[config.mk]
export PLATFORM = sky130hd
export DESIGN_NAME = cp0_exc_ctrl
export DESIGN_NICKNAME = d
export VERILOG_FILES = /design/src/rtl/cp0_exc_ctrl.sv
export SDC_FILE = /design/constraint.sdc
export NUM_CORES = 1
export LEC_CHECK = 0
export CAP_MARGIN = 15
export CORE_UTILIZATION = 47
export DETAILED_ROUTE_END_ITERATION = 10
export PLACE_DENSITY = 0.95
export SYNTH_ARGS = -nofsm -noshare
export SYNTH_HDL_FRONTEND = slang
export SYNTH_SLANG_ARGS = --single-unit
[constraint.sdc]
create_clock -name clk -period 4 [get_ports clk]
set_input_delay 0.8 -clock clk [delete_from_list [all_inputs] [get_ports clk]]
set_output_delay 0.8 -clock clk [all_outputs]
set_load 0.1 [all_outputs]
[src/rtl/cp0_exc_ctrl.sv]
// CP0 exception/interrupt controller: arbitrates WB-stage exceptions, interrupts and ERET,
// and owns Cause, EPC, BadVAddr, Count and Compare (with the timer interrupt).
module cp0_exc_ctrl #(
  parameter logic [31:0] EXC_ENTRY = 32'hBFC0_0380,
  parameter int unsigned CNT_DIV   = 2
) (
  input  logic        clk,
  input  logic        rst_n,
  input  logic        wb_valid,
  input  logic        wb_has_exc,
  input  logic [4:0]  wb_excode,
  input  logic        wb_eret,
  input  logic        wb_bd,
  input  logic [31:0] wb_pc,
  input  logic [31:0] wb_badvaddr,
  input  logic [5:0]  hw_int,
  input  logic        status_ie,
  input  logic        status_exl,
  input  logic [7:0]  status_im,
  input  logic        mtc0_we,
  input  logic [5:0]  cp0_addr,
  input  logic [31:0] mtc0_data,
  output logic        exception,
  output logic        eret_flush,
  output logic [31:0] flush_pc,
  output logic [31:0] cause_data,
  output logic [31:0] epc_data,
  output logic [31:0] badvaddr_data,
  output logic [31:0] count_data,
  output logic [31:0] compare_data
);

  localparam int unsigned DivW = (CNT_DIV > 1) ? $clog2(CNT_DIV) : 1;
  localparam logic [DivW-1:0] DivMax = DivW'(CNT_DIV - 1);

  localparam logic [5:0] AddrBadVAddr = 6'd8;
  localparam logic [5:0] AddrCount    = 6'd9;
  localparam logic [5:0] AddrCompare  = 6'd11;
  localparam logic [5:0] AddrCause    = 6'd13;
  localparam logic [5:0] AddrEpc      = 6'd14;

  typedef enum logic {StIdle, StFlush} state_e;

  state_e          r_state;
  state_e          w_state_next;
  logic [5:0]      r_sync1;
  logic [5:0]      r_sync2;
  logic [1:0]      r_ip_sw;
  logic            r_ti;
  logic            r_bd;
  logic [4:0]      r_excode;
  logic [31:0]     r_epc;
  logic [31:0]     r_badvaddr;
  logic [31:0]     r_count;
  logic [31:0]     r_compare;
  logic [DivW-1:0] r_div;

  logic [7:0]      w_ip;
  logic            w_int_req;
  logic            w_take;
  logic            w_int_commit;
  logic            w_exc_commit;
  logic            w_eret_commit;
  logic            w_commit;
  logic            w_mtc0;
  logic            w_div_tick;
  logic            w_badv_code;

  assign w_ip      = {r_sync2[5] | r_ti, r_sync2[4:0], r_ip_sw};
  assign w_int_req = status_ie & ~status_exl & (|(w_ip & status_im));

  // rst_n gating keeps the commit pulses low while reset is held.
  assign w_take        = (r_state == StIdle) & wb_valid & rst_n;
  assign w_int_commit  = w_take & w_int_req;
  assign w_exc_commit  = w_take & ~w_int_req & wb_has_exc;
  assign w_eret_commit = w_take & ~w_int_req & ~wb_has_exc & wb_eret;
  assign w_commit      = w_int_commit | w_exc_commit | w_eret_commit;

  // An excepting instruction's MTC0 is cancelled, and nothing is written while squashing.
  assign w_mtc0      = mtc0_we & (r_state == StIdle) & ~w_commit;
  assign w_div_tick  = (r_div == DivMax);
  assign w_badv_code = (wb_excode == 5'd4) | (wb_excode == 5'd5);

  always_comb begin
    exception  = w_int_commit | w_exc_commit;
    eret_flush = w_eret_commit;
    flush_pc   = 32'h0;
    if (w_int_commit || w_exc_commit) begin
      flush_pc = EXC_ENTRY;
    end else if (w_eret_commit) begin
      flush_pc = r_epc;
    end
  end

  always_comb begin
    w_state_next = r_state;
    unique case (r_state)
      StIdle:  if (w_commit) w_state_next = StFlush;
      StFlush: w_state_next = StIdle;
      default: w_state_next = StIdle;
    endcase
  end

  always_ff @(posedge clk) begin
    if (!rst_n) begin
      r_state    <= StIdle;
      r_sync1    <= '0;
      r_sync2    <= '0;
      r_ip_sw    <= '0;
      r_ti       <= 1'b0;
      r_bd       <= 1'b0;
      r_excode   <= '0;
      r_epc      <= '0;
      r_badvaddr <= '0;
      r_count    <= '0;
      r_compare  <= '0;
      r_div      <= '0;
    end else begin
      r_state <= w_state_next;
      r_sync1 <= hw_int;
      r_sync2 <= r_sync1;

      if (w_mtc0 && cp0_addr == AddrCount) begin
        r_count <= mtc0_data;
        r_div   <= '0;
      end else begin
        r_div <= w_div_tick ? '0 : r_div + DivW'(1);
        if (w_div_tick) r_count <= r_count + 32'd1;
      end

      // Clearing TI on a Compare write takes priority over a same-cycle match.
      if (w_mtc0 && cp0_addr == AddrCompare) begin
        r_compare <= mtc0_data;
        r_ti      <= 1'b0;
      end else if (r_count == r_compare) begin
        r_ti <= 1'b1;
      end

      if (w_mtc0 && cp0_addr == AddrCause) r_ip_sw <= mtc0_data[9:8];
      if (w_mtc0 && cp0_addr == AddrEpc)   r_epc   <= mtc0_data;

      if (w_int_commit || w_exc_commit) begin
        r_excode <= w_int_commit ? 5'd0 : wb_excode;
        if (!status_exl) begin
          r_epc <= wb_bd ? wb_pc - 32'd4 : wb_pc;
          r_bd  <= wb_bd;
        end
        if (w_exc_commit && w_badv_code) r_badvaddr <= wb_badvaddr;
      end
    end
  end

  assign cause_data    = {r_bd, r_ti, 14'b0, w_ip, 1'b0, r_excode, 2'b0};
  assign epc_data      = r_epc;
  assign badvaddr_data = r_badvaddr;
  assign count_data    = r_count;
  assign compare_data  = r_compare;

  // BadVAddr is read-only to software; the address is decoded only to document that.
  logic w_unused_badv_wr;
  assign w_unused_badv_wr = mtc0_we & (cp0_addr == AddrBadVAddr);

endmodule

# After elaboration in Yosys (flattened, before gate mapping)
# Cells that the tools add are included.
dict set report op_classes {
  bitwise_logic 22
  n_reduce_logical 12
  n_addsub 3
  eq_ne 7
  mux 11
}
# op n
set ops {}
lappend ops {{32-bit 2-to-1 mux} 8}
lappend ops {{32-bit by 1-bit adder with 32-bit output (second input constant)} 1}
lappend ops {{32-bit equality test} 1}
lappend ops {{32-bit by 3-bit subtractor with 32-bit output (second input constant)} 1}
lappend ops {{6-bit by 4-bit equality test with 1-bit output (second input constant)} 4}
lappend ops {{1-bit bitwise AND} 11}
lappend ops {{5-bit by 3-bit equality test with 1-bit output (second input constant)} 2}
lappend ops {{8-bit bitwise AND} 1}
lappend ops {{8-bit OR reduction} 1}
lappend ops {{1-bit NOT} 6}
lappend ops {{1-bit logical AND} 5}
lappend ops {{5-bit 2-to-1 mux} 1}
lappend ops {{1-bit OR} 4}
lappend ops {{2-bit AND reduction} 2}
lappend ops {{3-bit OR reduction} 1}
lappend ops {{1-bit case mux with 2 select lines} 1}
lappend ops {{2-bit nonzero test} 1}
lappend ops {{2-bit OR reduction} 1}
lappend ops {{1-bit adder (second input constant)} 1}
lappend ops {{1-bit logical OR} 1}
lappend ops {{1-bit 2-to-1 mux} 1}
dict set report word_totals {
  reg_bits 151
  out_inout_bits 194
  inputBits 130
  wordCells 67
}

# Logic depth before layout (Yosys ltp)
# Gate-level depths: netlist of run 1.
dict set report depth {
  word_depth 15
  ltp_mapped 9
  mapped_depth_nobuf 7
}

# Worst setup path after synthesis of run 1
# No wires, ideal clock.
dict set report synth_path {
  path_type {input to output}
  startpoint {input port status_im[2]}
  endpoint {output port flush_pc[14]}
  arrival_ps 3769
  required_time_ps 3200
  path_slack_ps -569
  n_path_buf 1
  path_stages 6
  path_cell_list {a222oi_1 nand2_1 o21ba_2 nor4b_1 clkbuf_1 and2_1}
}
dict set report synth_via {
  elab_chain_len 9
  word_cells_on_any_way 12
  cone_classes {mux (2); bitwise (8); reduce/logical (2)}
}
# item line
set synth_lines {}
lappend synth_lines {{start, declared} 19} ;# input logic [7:0] status_im,
lappend synth_lines {{8-bit bitwise AND} 70} ;# assign w_int_req = status_ie & ~status_exl & (|(w_ip & status_im));
lappend synth_lines {{8-bit OR reduction} 70}
lappend synth_lines {{1-bit bitwise AND} 70}
lappend synth_lines {{1-bit NOT} 76} ;# assign w_eret_commit = w_take & ~w_int_req & ~wb_has_exc & wb_eret;
lappend synth_lines {{1-bit bitwise AND (3 in series)} 76}
lappend synth_lines {{via eret_flush} 24} ;# output logic eret_flush,
lappend synth_lines {{32-bit 2-to-1 mux} 90} ;# end else if (w_eret_commit) begin
lappend synth_lines {{32-bit 2-to-1 mux} 88} ;# if (w_int_commit || w_exc_commit) begin
lappend synth_lines {{end, declared} 25} ;# output logic [31:0] flush_pc,
# The timed path passes the listed nets, and every way through them passes these cells.

# Worst setup path in the final report of run 1
dict set report layout_path {
  startpoint {input port status_im[0]}
  endpoint {output port flush_pc[1]}
}
dict set report layout_via {
  elab_chain_len 9
  word_cells_on_any_way 12
  cone_classes {mux (2); bitwise (8); reduce/logical (2)}
}
# item line
set layout_lines {}
lappend layout_lines {{8-bit bitwise AND (*)} 70}
lappend layout_lines {{8-bit OR reduction (*)} 70}
lappend layout_lines {{1-bit bitwise AND (*)} 70}
lappend layout_lines {{1-bit NOT} {75, 76}}
lappend layout_lines {{1-bit bitwise AND} {75, 76}}
lappend layout_lines {{1-bit bitwise AND (2 in series)} 76}
lappend layout_lines {{32-bit 2-to-1 mux} 90}
lappend layout_lines {{32-bit 2-to-1 mux (*)} 88}
# Mark *: on every way between the ends. The rest lies on a longest branch, timed or not.

==> impl_results.rst, run 1 <==
.. list-table::
   :header-rows: 1

   * - Metric
     - Value
   * - P per Cell Area
     - 325 nW/µm²
   * - Maximum capacitance violations
     - 0
   * - Slew Viols, Final
     - 0
   * - Final nets
     - 1370
   * - Clock slew seen by the registers of the worst setup and hold paths
     - 60 ps
   * - Share of post-route cells with drive strength above 1
     - 9.03%
   * - CORE AREA
     - 16600 µm²
   * - Layout-stage area growth over the synthesis result
     - 49.9%
   * - Sort of element at the end of the critical path
     - output pin
   * - Std-Cell Rows
     - 47
   * - Routability-driven placement congestion ratio
     - 0.925
   * - Critical path arrival
     - 3080 ps
   * - Fmax
     - 0.258 GHz
   * - Combinational group share of total power
     - 20.0%
   * - Residual overflow from global routing
     - 0
   * - Detailed Route WL
     - 30600 µm
   * - Clock latency on the worst-skew pair
     - 430 ps
   * - Number of enable flip-flop cells after synthesis
     - 0
   * - Clock tree skew after final layout
     - 14.0 ps
   * - Count of endpoints failing setup in the final report
     - 0
   * - Post-Syn Area
     - 8010 µm²
   * - Setup total negative slack
     - 0 ps
   * - Post-CTS setup buffers
     - 0
   * - TritonCTS buffer count
     - 17
   * - Die area
     - 17600 µm²
   * - DR vias
     - 8891
   * - Count of endpoints failing hold in the final timing report
     - 0
   * - Reg power frac
     - 40.2%
   * - Global-route wire length before repair
     - 47000 µm
   * - Post-DR wirelength/cell
     - 20.7 µm
   * - Total DRC errors in the routed layout
     - 0
   * - Non-filler instance count after layout
     - 1475
   * - Run status
     - complete, no violations
   * - Number of detailed-routing iterations run before antenna repair
     - 5
   * - Static Leakage
     - 3.91 nW
   * - Slew at the pin with the worst max-slew slack
     - 1050 ps
   * - Classification of the worst setup path
     - in -> out
   * - Post-synthesis area per instance
     - 8.13 µm²
   * - Critical Path Source Type
     - input port
   * - Relative contribution of the clock network to total power
     - 39.8%
   * - IO buf count
     - 306
   * - Count of cell types in the netlist
     - 60
   * - CTS tree
     - built
   * - Maximum number of buffers from clock root to sink
     - 2
   * - Count of nets left with antenna violations after detail routing
     - 0
   * - Synth Instances
     - 985
   * - Maximum number of pins on one net before global-route repair
     - 115
   * - Period utilisation layout
     - 96.9%
   * - Total internal power
     - 2.65 mW
   * - Sequential area share after synthesis
     - 37.7%
   * - Slew HR
     - 30.3%
   * - Half-perimeter wire length after detailed placement
     - 22200 µm
   * - Register bit count reported by yosys
     - 151
   * - Switching power as a share of total power
     - 32.1%
   * - Clock root buffer
     - clkbuf_16
   * - Number of instances resized during post-cts repair
     - 0
   * - GRT Total Usage
     - 34.3%
   * - Instance count after placement with tap cells included
     - 1439
   * - Antenna violations before repair
     - 3
   * - Hold bufs inserted after CTS
     - 0
   * - Die extent in y
     - 133 µm
   * - Die width
     - 133 µm
   * - Worst supply voltage drop on vdd
     - 0.000299 V
   * - Initial core utilization
     - 48.1%
   * - Clock Sink Count
     - 151
   * - Shortest period the worst path allows
     - 3880 ps
   * - Power spent charging and discharging nets
     - 1.25 mW
   * - Initial DRC Count
     - 652
   * - Warnings, synthesis
     - 0
   * - Ports placed on the boundary
     - 324
   * - CP required
     - 3200 ps
   * - Number of global-route vias before repair
     - 8522
   * - Hold Crit Class
     - reg -> reg
   * - Maximum fanout count along the critical path
     - 21
   * - Detailed-route vias per instance
     - 6.03
   * - Share of flip-flops with an asynchronous set or reset
     - 0%
   * - Total number of H-tree levels
     - 4
   * - Most used DFF post-synth
     - dfxtp_1
## layout make-up
class	count	area, µm²
Tap cell	220	275
Fill cell	1195	4630
Sequential cell	151	3020
Antenna cell	4	10.0
Clock buffer	17	425
Multi-Input combinational cell	723	4490
Timing Repair Buffer	327	3570
Clock inverter	15	144
Inverter	18	67.6
## logic make-up after synthesis
logic type      Yosys count  synth area share [%]
buf+inv                 127                  7.45
flops                   151                  37.7
xor+xnor                 77                  8.42
mux                      33                  4.12
other cells               1                0.0468
simple gates            357                  23.6
fa+ha+maj                 2                 0.312
compound gates          237                  18.3
## final timing paths
kind / slack, ps / start / endpoint / cells after the start
max: 120 / status_im[0] / flush_pc[1] / 8
min: 440 / r_sync1[4] / r_sync2[4] / 1
max reg2reg: 1270 / r_state / count_data[3] / 9
min reg2reg: 440 / r_sync1[4] / r_sync2[4] / 1
## layer usage
metal / vias up / global-route usage (%) / part of all wire [%] / wire length, µm
li1: 4025 / - / - / -
met1: 4148 / 38.7 / 36 / 11100
met2: 597 / 58.5 / 48 / 14800
met3: 121 / 9.35 / 9.7 / 2980
met4: 0 / 19.3 / 5.5 / 1700
met5: - / 0 / 0 / 0
## stage by stage
stage | total power [mW] | cell area, µm² | utilization, % | hold slack (ps) | setup WS, ps
after detailed placement | 2.37 | 11400 | 68.7 | 423 | 210
after CTS | 3.90 | 12000 | 72.1 | 439 | 231
after floorplan | 2.09 | 8080 | - | 412 | -263
after global placement | 2.36 | 11400 | 68.7 | 414 | 328
after global routing | 4.02 | 12000 | 72.2 | 444 | -9.55
final | 3.91 | 12000 | 72.2 | 438 | 122
## state kept, by name (all words and copies together) (netlist names)
signal         cells
r_ip_sw            2
epc_data          32
r_sync1            6
r_sync2            6
r_ti               1
count_data        32
compare_data      32
r_excode           5
badvaddr_data     32
r_state            1
r_bd               1
r_div              1
## worst max-delay path, stage by stage
cell and delay, ps:
clkdlybuf4s50_1 420, a22oi_1 250, nand2_1 230, o21ba_2 320, nor4b_2 280, buf_4 340
and2_1 240, buf_12 190
## layout by cell type (no fill, tap or decap), drive strengths merged, types with 3 or more instances in the layout
cell type / instances
clkdlybuf4s50: 271
dfxtp: 151
nand2: 89
o21ai: 81
nand3: 80
xnor2: 65
a21oi: 62
nor3: 59
buf: 56
and2: 34
mux2i: 33
inv: 23
a211oi: 21
nand4: 20
nor4: 18
a31oi: 17
conb: 17
clkbuf: 17
o31ai: 17
xor2: 12
nor2: 12
a311oi: 12
or3: 8
o31a: 8
and3: 6
clkinv: 6
nor4b: 6
and4: 5
a32o: 5
diode: 4
o21a: 4
or4: 3
nand4b: 3
or2: 3
clkinvlp: 3
## Yosys cell counts (all sizes together) (12+ instances only)
master | count | area [µm²]
dfxtp | 151 | 3020
o21ai | 81 | 405
nand4 | 20 | 125
nand2 | 89 | 334
nand3 | 80 | 400
a31oi | 17 | 106
and2 | 34 | 213
a211oi | 21 | 158
a21oi | 62 | 310
nor4 | 18 | 119
a311oi | 12 | 105
buf | 38 | 260
mux2i | 33 | 330
xnor2 | 65 | 569
nor2 | 12 | 45.0
clkbuf | 71 | 269
nor3 | 59 | 305
o31ai | 17 | 146
inv | 17 | 63.8
xor2 | 12 | 105
## power groups by stage
stage	Sequential, mW	Clock [mW]	Combinational (mW)
detailed placement	1.60	0	0.771
global route	1.57	1.64	0.809
finish	1.57	1.56	0.779
floorplan	1.76	0	0.336
CTS	1.57	1.56	0.774
global placement	1.60	0	0.761
(Power assumes the default switching activity.)
==> run 2, diff against run 1 <==
- CORE_UTILIZATION: 47 -> 35
- PLACE_DENSITY: 0.95 -> 0.79
==> run 2 against run 1 <==
Final area is 1.5% higher. Final cell count is 4.1% higher. Global-route usage is 8.3 points lower. Clock skew is 1.4 ps lower. Register-to-register slack better by 120 ps. Clock power is 12% higher.
==> impl_results.rst, run 2 (synthesis gave the netlist of run 1 again) <==
.. list-table::
   :header-rows: 1

   * - Metric
     - Value
   * - Count of nets left with antenna violations after detail routing
     - 0 (unchanged)
   * - Power spent charging and discharging nets
     - 1.26 mW (+0.69%)
   * - Die width
     - 153 µm (+16%)
   * - Switching power as a share of total power
     - 30.7% (-1.4 points)
   * - CORE AREA
     - 22200 µm² (+33%)
   * - GRT Total Usage
     - 26.0% (-8.3 points)
   * - Residual overflow from global routing
     - 0 (unchanged)
   * - Ports placed on the boundary
     - 324 (unchanged)
   * - Critical Path Source Type
     - input port
   * - Classification of the worst setup path
     - in -> out
   * - Detailed-route vias per instance
     - 5.60 (-7.1%)
   * - Routability-driven placement congestion ratio
     - 0.889 (-3.8%)
   * - Maximum number of pins on one net before global-route repair
     - 86 (-25%)
   * - Period utilisation layout
     - 94.4% (-2.6 points)
   * - Maximum number of buffers from clock root to sink
     - 2 (unchanged)
   * - CTS tree
     - built
   * - Relative contribution of the clock network to total power
     - 42.6% (+2.8 points)
   * - Half-perimeter wire length after detailed placement
     - 23100 µm (+3.9%)
   * - Clock Sink Count
     - 151 (unchanged)
   * - Slew at the pin with the worst max-slew slack
     - 1100 ps (+53.0 ps)
   * - Total number of H-tree levels
     - 4 (unchanged)
   * - Number of instances resized during post-cts repair
     - 0 (unchanged)
   * - Maximum fanout count along the critical path
     - 15 (-29%)
   * - Share of post-route cells with drive strength above 1
     - 9.16% (+0.13 points)
   * - Initial core utilization
     - 36.2% (-12 points)
   * - Critical path arrival
     - 2970 ps (-110 ps)
   * - Count of endpoints failing setup in the final report
     - 0 (unchanged)
   * - Std-Cell Rows
     - 54 (+15%)
   * - Detailed Route WL
     - 31000 µm (+1.5%)
   * - Crit path buffers/inverters
     - 3 (unchanged)
   * - Global-route wire length before repair
     - 47400 µm (+0.85%)
   * - Worst path max stage delay
     - 410 ps (about the same)
   * - Static Leakage
     - 3.96 nW (+1.2%)
   * - Non-filler instance count after layout
     - 1536 (+4.1%)
   * - Die extent in y
     - 153 µm (+16%)
   * - TritonCTS buffer count
     - 17 (unchanged)
   * - Clock root buffer
     - clkbuf_16
   * - Sequential Area
     - 3020 µm² (unchanged)
   * - Slew HR
     - 26.8% (-3.5 points)
   * - Number of global-route vias before repair
     - 8158 (-4.3%)
   * - Final std cell area, no fill
     - 12200 µm² (+1.5%)
   * - Hold slack
     - 427 ps (-10.8 ps)
   * - Combinational group share of total power
     - 19.2% (-0.8 points)
   * - Post-CTS setup buffers
     - 0 (unchanged)
   * - Shortest period the worst path allows
     - 3770 ps (-104 ps)
   * - Multi-input gate area
     - 4490 µm² (unchanged)
   * - Setup repair after global routing missed its margin
     - false
   * - Total internal power
     - 2.84 mW (+7.2%)
   * - Most frequent cells in the layout
     - clkdlybuf4s50_1, dfxtp_1, nand2_1
   * - Hold Crit Class
     - reg -> reg
   * - CP required
     - 3200 ps (about the same)
   * - Clock tree skew after final layout
     - 12.6 ps (-1.43 ps)
   * - Die area
     - 23500 µm² (+34%)
   * - Hold bufs inserted after CTS
     - 0 (unchanged)
   * - Sort of element at the end of the critical path
     - output pin
   * - Initial DRC Count
     - 689 (+5.7%)
   * - Maximum capacitance violations
     - 0 (unchanged)
   * - Total cell area at the placement stage
     - 11600 µm² (+1.1%)
   * - Family with the most delay on the worst path
     - buffers and inverters
   * - Cell-by-cell listing of the critical path
     - clkdlybuf4s50_1 -> a222oi_1 -> nand2_1 -> o21ba_2 -> nor4b_2 -> buf_4 -> and2_1 -> buf_12
   * - Clock latency on the worst-skew pair
     - 430 ps (about the same)
   * - IO buf count
     - 306 (unchanged)
   * - Instance count after placement with tap cells included
     - 1503 (+4.4%)
   * - Number of detailed-routing iterations run before antenna repair
     - 6 (+1)
   * - Run status
     - complete, no violations
   * - Antenna violations before repair
     - 1 (-2)
   * - DR vias
     - 8597 (-3.3%)
   * - Post-DR wirelength/cell
     - 20.2 µm (-2.6%)
   * - Slew Viols, Final
     - 0 (unchanged)
   * - Most common library cell in the layout ignoring fill and taps
     - clkdlybuf4s50_1
   * - Final nets
     - 1374 (+0.29%)
   * - Setup total negative slack
     - 0 ps (unchanged)
   * - Layout-stage area growth over the synthesis result
     - 52.2%
   * - P per Cell Area
     - 337 nW/µm² (+3.6%)
   * - Fillcell total
     - 1973 (+65%)
   * - Fmax
     - 0.265 GHz (+2.8%)
   * - Total DRC errors in the routed layout
     - 0 (unchanged)
   * - Worst supply voltage drop on vdd
     - 0.000193 V (-35%)
   * - Count of endpoints failing hold in the final timing report
     - 0 (unchanged)
   * - Slowest stage cell on the critical path
     - clkdlybuf4s50_1
   * - Clock slew seen by the registers of the worst setup and hold paths
     - 60 ps (about the same)
   * - Reg power frac
     - 38.2% (-2.0 points)
run 2: cell type report:
class	count	share of cell area, %
Sequential cell	151	24.8
Timing Repair Buffer	331	29.7
Inverter	18	0.554
Clock buffer	19	3.55
Multi-Input combinational cell	723	36.9
Antenna cell	1	0.0205
Clock inverter	13	1.60
Tap cell	280	2.87
run 2: stage by stage:
stage / util [%] / total power, mW / setup WS (ps)
final: 55.0 / 4.11 / 226
after CTS: 55.0 / 4.12 / 216
after global routing: 55.0 / 4.23 / 129
after floorplan: - / 2.09 / -263
after global placement: 52.2 / 2.38 / 281
after detailed placement: 52.2 / 2.39 / 220
run 2: power groups by stage:
stage	Clock, mW	Sequential, mW	Combinational, mW
floorplan	0	1.76	0.336
global placement	0	1.60	0.780
detailed placement	0	1.60	0.785
CTS	1.76	1.57	0.788
global route	1.84	1.57	0.820
finish	1.75	1.57	0.787
run 2: worst reg2reg max path: stages, from the launching register on:
cell	delay, ps
dfxtp_1	310
a222oi_1	330
nand2_1	160
buf_4	180
o31ai_4	250
buf_12	190
buf_4	420
nand2b_1	120
buf_4	260
a211oi_1	270
run 2: routing by layer:
metal	routed length, µm	GRT usage, %
met4	868	9.62
met3	2270	6.10
met1	12500	31.0
met2	15400	45.4
met5	0	0
run 2: final timing paths:
kind / start / to / slack [ps] / depth (start not counted)
min: r_sync1[0] / r_sync2[0] / 430 / 1
max reg2reg: r_sync2[0] / count_data[3] / 1390 / 9
max: status_im[2] / flush_pc[0] / 230 / 8
min reg2reg: r_sync1[0] / r_sync2[0] / 430 / 1
==> run 3, diff against run 2 <==
- CORE_UTILIZATION: 35 -> 47
- PLACE_DENSITY: 0.79 -> 0.95
==> results of run 3 <==
No change in the layout: final DEF, timing and power equal those of run 1.
==> edit 1: new RTL, flow settings as in run 3 <==
Put a register stage on the output `cause_data`. The value now appears one clock later. The other outputs are not delayed to match.
--- a/src/rtl/cp0_exc_ctrl.sv
+++ b/src/rtl/cp0_exc_ctrl.sv
@@ -150,7 +150,9 @@
     end
   end
 
-  assign cause_data    = {r_bd, r_ti, 14'b0, w_ip, 1'b0, r_excode, 2'b0};
+  always_ff @(posedge clk) begin
+    cause_data <= {r_bd, r_ti, 14'b0, w_ip, 1'b0, r_excode, 2'b0};
+  end
   assign epc_data      = r_epc;
   assign badvaddr_data = r_badvaddr;
   assign count_data    = r_count;
Behaviour: not the same (Yosys sat finds a counterexample within 4 cycles, from zero or initial values and one cycle with rst_n low).
==> edit 1 against run 3 <==
- cell area grew 2.1%
- area after synthesis is 2.1% higher
- hold slack worse by 0.086 ns
- critical path depth did not move
- worst setup slack improved by 0.027 ns
- highest routed layer unchanged
- wire length is 1.4% higher
- critical endpoint is now flush_pc[15]
- via count up 0.69%
- largest power group unchanged
- die area grew 2.1%
- sequential cell count grew 15
- power up 6.3%
==> edit 1: results (changes against run 3) <==
[power]
leakagePower_nw=4.020  ; +2.9%
p_int_mw=2.835  ; +6.9%
vdd_drop_max_v=0.0003111  ; +4.2%

[cells_and_area]
fillers=1213  ; +1.5%
nets=1372  ; +0.15%
drive_above_1_share_pct=8.300  ; -0.73 points

[route]
vias=8952  ; +0.69%
drtPass1Iterations=7  ; +2
wl_per_cell_um=21.03  ; +1.4%
wl_mm=31.01  ; +1.4%
drt-initial-drc-count=780  ; +20%

[clock_network]
ctsHtreeMaxLevel=4  ; unchanged
insertion_delay_ns=0.43  ; about the same
clock_path_buffers=2  ; unchanged
cts_resized=0  ; unchanged
path_clk_slew_ns=0.07
cts_root_buf=clkbuf_16
cts_setup_buffers=0  ; unchanged
numCtsBuffers=17  ; unchanged

[placement]
place_area_um2=11680  ; +2.2%
gp_congestion=0.9216  ; -0.37%
preCtsSetupSlack_ns=0.2238  ; +0.01346 ns
port_buffers=306  ; unchanged
dp_hpwl_mm=22.64  ; +1.8%

[synthesis]
ys_warn_count=0  ; unchanged
async_flop_share_pct=0  ; unchanged
synth_area_leaders=dfxtp_1, xnor2_1, nor3_1
postSynthAreaPerCell_um2=8.385  ; +3.1%
ys_types=60  ; unchanged
synth_common_cells=dfxtp_1, nand2_1, nor3_1
yosysSeqAreaShare_pct=40.61  ; +2.9 points

[min_path]
hp-class=flip-flop to flip-flop

[critical_path]
reg2reg_slack_ns=1.04  ; -0.23 ns
worstPathArrival_ns=3.05  ; -0.03 ns
path_max_fanout=18  ; -14%

[grt]
grt_pass1_wl_mm=46.98  ; about the same
grt_max_degree=112  ; -2.6%
track_usage_pct=33.64  ; -0.68 points
antenna_found_initial=2  ; -1
grt_pass1_vias=8766  ; +2.9%

[timing]
skew_ns=0.01129  ; -0.002708 ns
slew_headroom_pct=28.57  ; -1.7 points
period_share_pct=96.26  ; -0.69 points

[outcome]
outcome=finished clean

-- edit 1: cell count changes after synthesis, sizes merged, moves of 9 or more --
cell,before,now
nor3,59,71
o21a,4,16
o21ai,81,68
nor2,12,24
a21oi,62,52
a2111oi,1,10
nand3,80,64
dfxtp,151,166
-- edit 1: worst paths after layout --
| check | startpoint | end | depth (start not counted) |
|---|---|---|---|
| setup / recovery | status_im[0] | flush_pc[15] | 8 |
| hold / removal | r_excode[1] | cause_data[3] | 0 |
| setup reg to reg | r_ip_sw[0] | epc_data[19] | 6 |
| hold reg to reg | r_excode[1] | cause_data[3] | 0 |
-- edit 1: area by class of cell --
type | count | area (um2) | share of cell area, %
Antenna cell | 2 | 5.005 | 0.04081
Sequential cell | 166 | 3323 | 27.10
Clock buffer | 18 | 439.2 | 3.581
Tap cell | 220 | 275.3 | 2.244
Inverter | 11 | 42.54 | 0.3469
Clock inverter | 14 | 142.6 | 1.163
Multi-Input combinational cell | 717 | 4478 | 36.51
Timing Repair Buffer | 327 | 3558 | 29.01
-- edit 1: cells by family (layout without fill, tap and decap cells) --
logic type / after synthesis / count (layout) / share of synthesized area, %
and+or+nand+nor: 363 / 363 / 23.39
other: 1 / 19 / 0.04582
adders and majority gates: 2 / 2 / 0.3057
buffers and inverters: 109 / 370 / 5.855
muxes: 33 / 33 / 4.036
AOI/OAI and AO/OA: 227 / 227 / 17.73
xor gates and xnor gates: 75 / 75 / 8.026
DFF: 166 / 166 / 40.61
-- edit 1: metrics by stage --
step | utilization, % | hold WS [ns]
3_3_place_gp | 69.43 | 0.3361
6_report | 72.92 | 0.3525
4_1_cts | 72.89 | 0.3528
5_1_grt | 72.91 | 0.3608
2_1_floorplan | - | 0.3306
3_5_place_dp | 69.43 | 0.3389
-- edit 1: routing by layer --
| metal | vias up | track usage, % | wire, um |
|---|---|---|---|
| met1 | 4203 | 36.88 | 11050 |
| met2 | 588 | 58.95 | 15500 |
| met3 | 118 | 8.881 | 2999 |
| met5 | - | 0 | 0 |
| li1 | 4043 | - | - |
| met4 | 0 | 18.50 | 1462 |
-- edit 1: power groups by stage --
stage                     combinational, mW  clock [mW]  sequential, mW
after detailed placement              0.774           0            1.77
after global placement                0.764           0            1.77
final                                 0.783        1.63            1.73
after floorplan                       0.281           0            1.97
after CTS                             0.777        1.63            1.73
after global routing                  0.813        1.71            1.74
-- edit 1: critical path, cell delays in order --
cell and delay (ns):
clkdlybuf4s50_1 0.40, a222oi_1 0.43, nand2_1 0.24, o21bai_1 0.16
and4_1 0.33, buf_4 0.27, and2_1 0.22, buf_12 0.19
==> edit 2: new RTL, config.mk and constraints of run 3 <==
Without the edit above. Change the parameter `CNT_DIV` from 2 to 4.
--- a/src/rtl/cp0_exc_ctrl.sv
+++ b/src/rtl/cp0_exc_ctrl.sv
@@ -2,7 +2,7 @@
 // and owns Cause, EPC, BadVAddr, Count and Compare (with the timer interrupt).
 module cp0_exc_ctrl #(
   parameter logic [31:0] EXC_ENTRY = 32'hBFC0_0380,
-  parameter int unsigned CNT_DIV   = 2
+  parameter int unsigned CNT_DIV   = 4
 ) (
   input  logic        clk,
   input  logic        rst_n,
Formal check against the unedited RTL: not equivalent (Yosys sat finds a counterexample within 4 cycles, from zero or initial values and one cycle with rst_n low).
==> edit 2 against run 3 <==
- non-clock buffer count unchanged
- register-to-register slack got worse by 0.18 ns
- largest cell class unchanged
- clock skew decreased by 0.0055 ns
- cell area decreased by 0.70%
- utilization increased by 1.8 points
- wire length decreased by 1.4%
- power increased by 5.7%
- area after synthesis decreased by 1.8%
- worst setup slack improved by 0.013 ns
- count of clock-buffer cells in the layout increased by 1
- sequential cell count increased by 1
- final cell count decreased by 1.4%
- combinational power increased by 6.8%
- largest power group is now clock
==> edit 2: results (changes against run 3) <==
[synthesis]
synth-compound-area-share_pct=21.28  ; +3.0 points
synth_area_leaders=dfxtp_1, o21ai_0, xnor2_1
synth_common_cells=dfxtp_1, o21ai_0, nand2_1
synthXorXnorAreaFrac_pct=8.461  ; +0.044 points
yosysSeqAreaShare_pct=38.68  ; +0.95 points
ys_warn_count=0  ; unchanged
synthAdderAreaFrac_pct=0.4771  ; +0.16 points
ys_types=59  ; -1.7%
postSynthAreaPerCell_um2=8.103  ; -0.40%
synth.area.mux_share_pct=0.1272  ; -4.0 points

[timing]
skew_ns=0.008502  ; -0.005494 ns
tightest_slew_ns=1.069  ; +0.02366 ns
whs_ns=0.4313  ; -0.006868 ns
setup_viol=0  ; unchanged
setup_slack_ns=0.1354  ; +0.01334 ns

[route]
vias=8932  ; +0.46%
drtPass1Iterations=5  ; unchanged
wl_per_cell_um=20.74  ; about the same
wl_mm=30.16  ; -1.4%
drt-initial-drc-count=1077  ; +65%

[clock_network]
numCtsBuffers=17  ; unchanged
path_clk_slew_ns=0.06  ; about the same
clock_path_buffers=2  ; unchanged

[grt]
grt_pass1_vias=8509  ; -0.15%
grt_max_degree=83  ; -28%
antenna_found_initial=0  ; -3
track_usage_pct=34.17  ; -0.15 points
grt_pass1_wl_mm=46.29  ; -1.5%

[critical_path]
reg2reg_slack_ns=1.09  ; -0.18 ns
worstPathArrival_ns=3.06  ; -0.02 ns
path_max_fanout=13  ; -38%
reg2reg_to=epc_data[5]
r2r_start=r_ti
reg2regPathDepth=7  ; -2

[outcome]
outcome=finished clean

[power]
vdd_drop_max_v=0.0002727  ; -8.7%
leakagePower_nw=4.015  ; +2.7%
p_per_area_nw_per_um2=346.3  ; +6.5%

[min_path]
min_from=r_sync1[4]

[cells_and_area]
fillers=1107  ; -7.4%
drive_above_1_share_pct=10.18  ; +1.1 points
diodes=0  ; -4

[placement]
place_area_um2=11300  ; -1.1%
gp_congestion=0.8991  ; -2.8%
preCtsSetupSlack_ns=0.02146  ; -0.1889 ns
dp.cells=1422  ; -1.2%
dp_hpwl_mm=21.49  ; -3.4%

[edit 2: cell count changes after synthesis, moves of 15 or more]
cell / run 3 / this run
xnor2_1: 65 / 49
xor2_1: 12 / 27
a211oi_1: 21 / 39
a21oi_1: 62 / 47
o21ai_0: 81 / 103
nor2_1: 12 / 31
mux2i_1: 33 / 1
[edit 2: worst max path at each step]
stage / startpoint / to / cells after the start
finish: status_im[0] / flush_pc[29] / 8
global placement: status_im[0] / flush_pc[31] / 8
detailed placement: status_im[0] / flush_pc[22] / 8
CTS: status_im[0] / flush_pc[22] / 8
global route: status_im[0] / flush_pc[31] / 8
floorplan: status_im[0] / flush_pc[14] / 7
[edit 2: area by class of cell]
cell class,instances,area share [%]
Sequential cell,152,25.51
Tap cell,216,2.266
Timing Repair Buffer,327,29.92
Inverter,7,0.2203
Multi-Input combinational cell,720,36.82
Clock buffer,18,3.682
Clock inverter,14,1.574
[edit 2: metal layers]
layer	part of all wire [%]	wire, um	global-route usage, %	up-vias
met1	36	10880	39.40	4170
met4	4.5	1372	17.44	0
met5	0	0	0	-
met2	49	14630	57.86	629
li1	-	-	-	4018
met3	11	3277	9.375	115
[edit 2: worst max-delay path, stage by stage]
cell and delay [ns]:
clkdlybuf4s50_1 0.40, a222oi_1 0.38, and4_1 0.29, nor2_1 0.09, o21ai_1 0.40, inv_2 0.25, a21o_2 0.27, buf_12 0.17
[edit 2: logic make-up (layout without fill, tap and decap cells)]
group	Yosys count	in the layout
and+or+nand+nor	355	355
buffers and inverters	115	366
adders and majority gates	3	3
AOI/OAI and AO/OA	268	268
DFF	152	152
muxes	1	1
xor gates and xnor gates	76	76
other	1	17
[edit 2: report_power, final]
| group | internal (mW) | switching (mW) |
|---|---|---|
| clock network | 1.02 | 0.701 |
| logic | 0.265 | 0.567 |
| registers | 1.55 | 0.0323 |
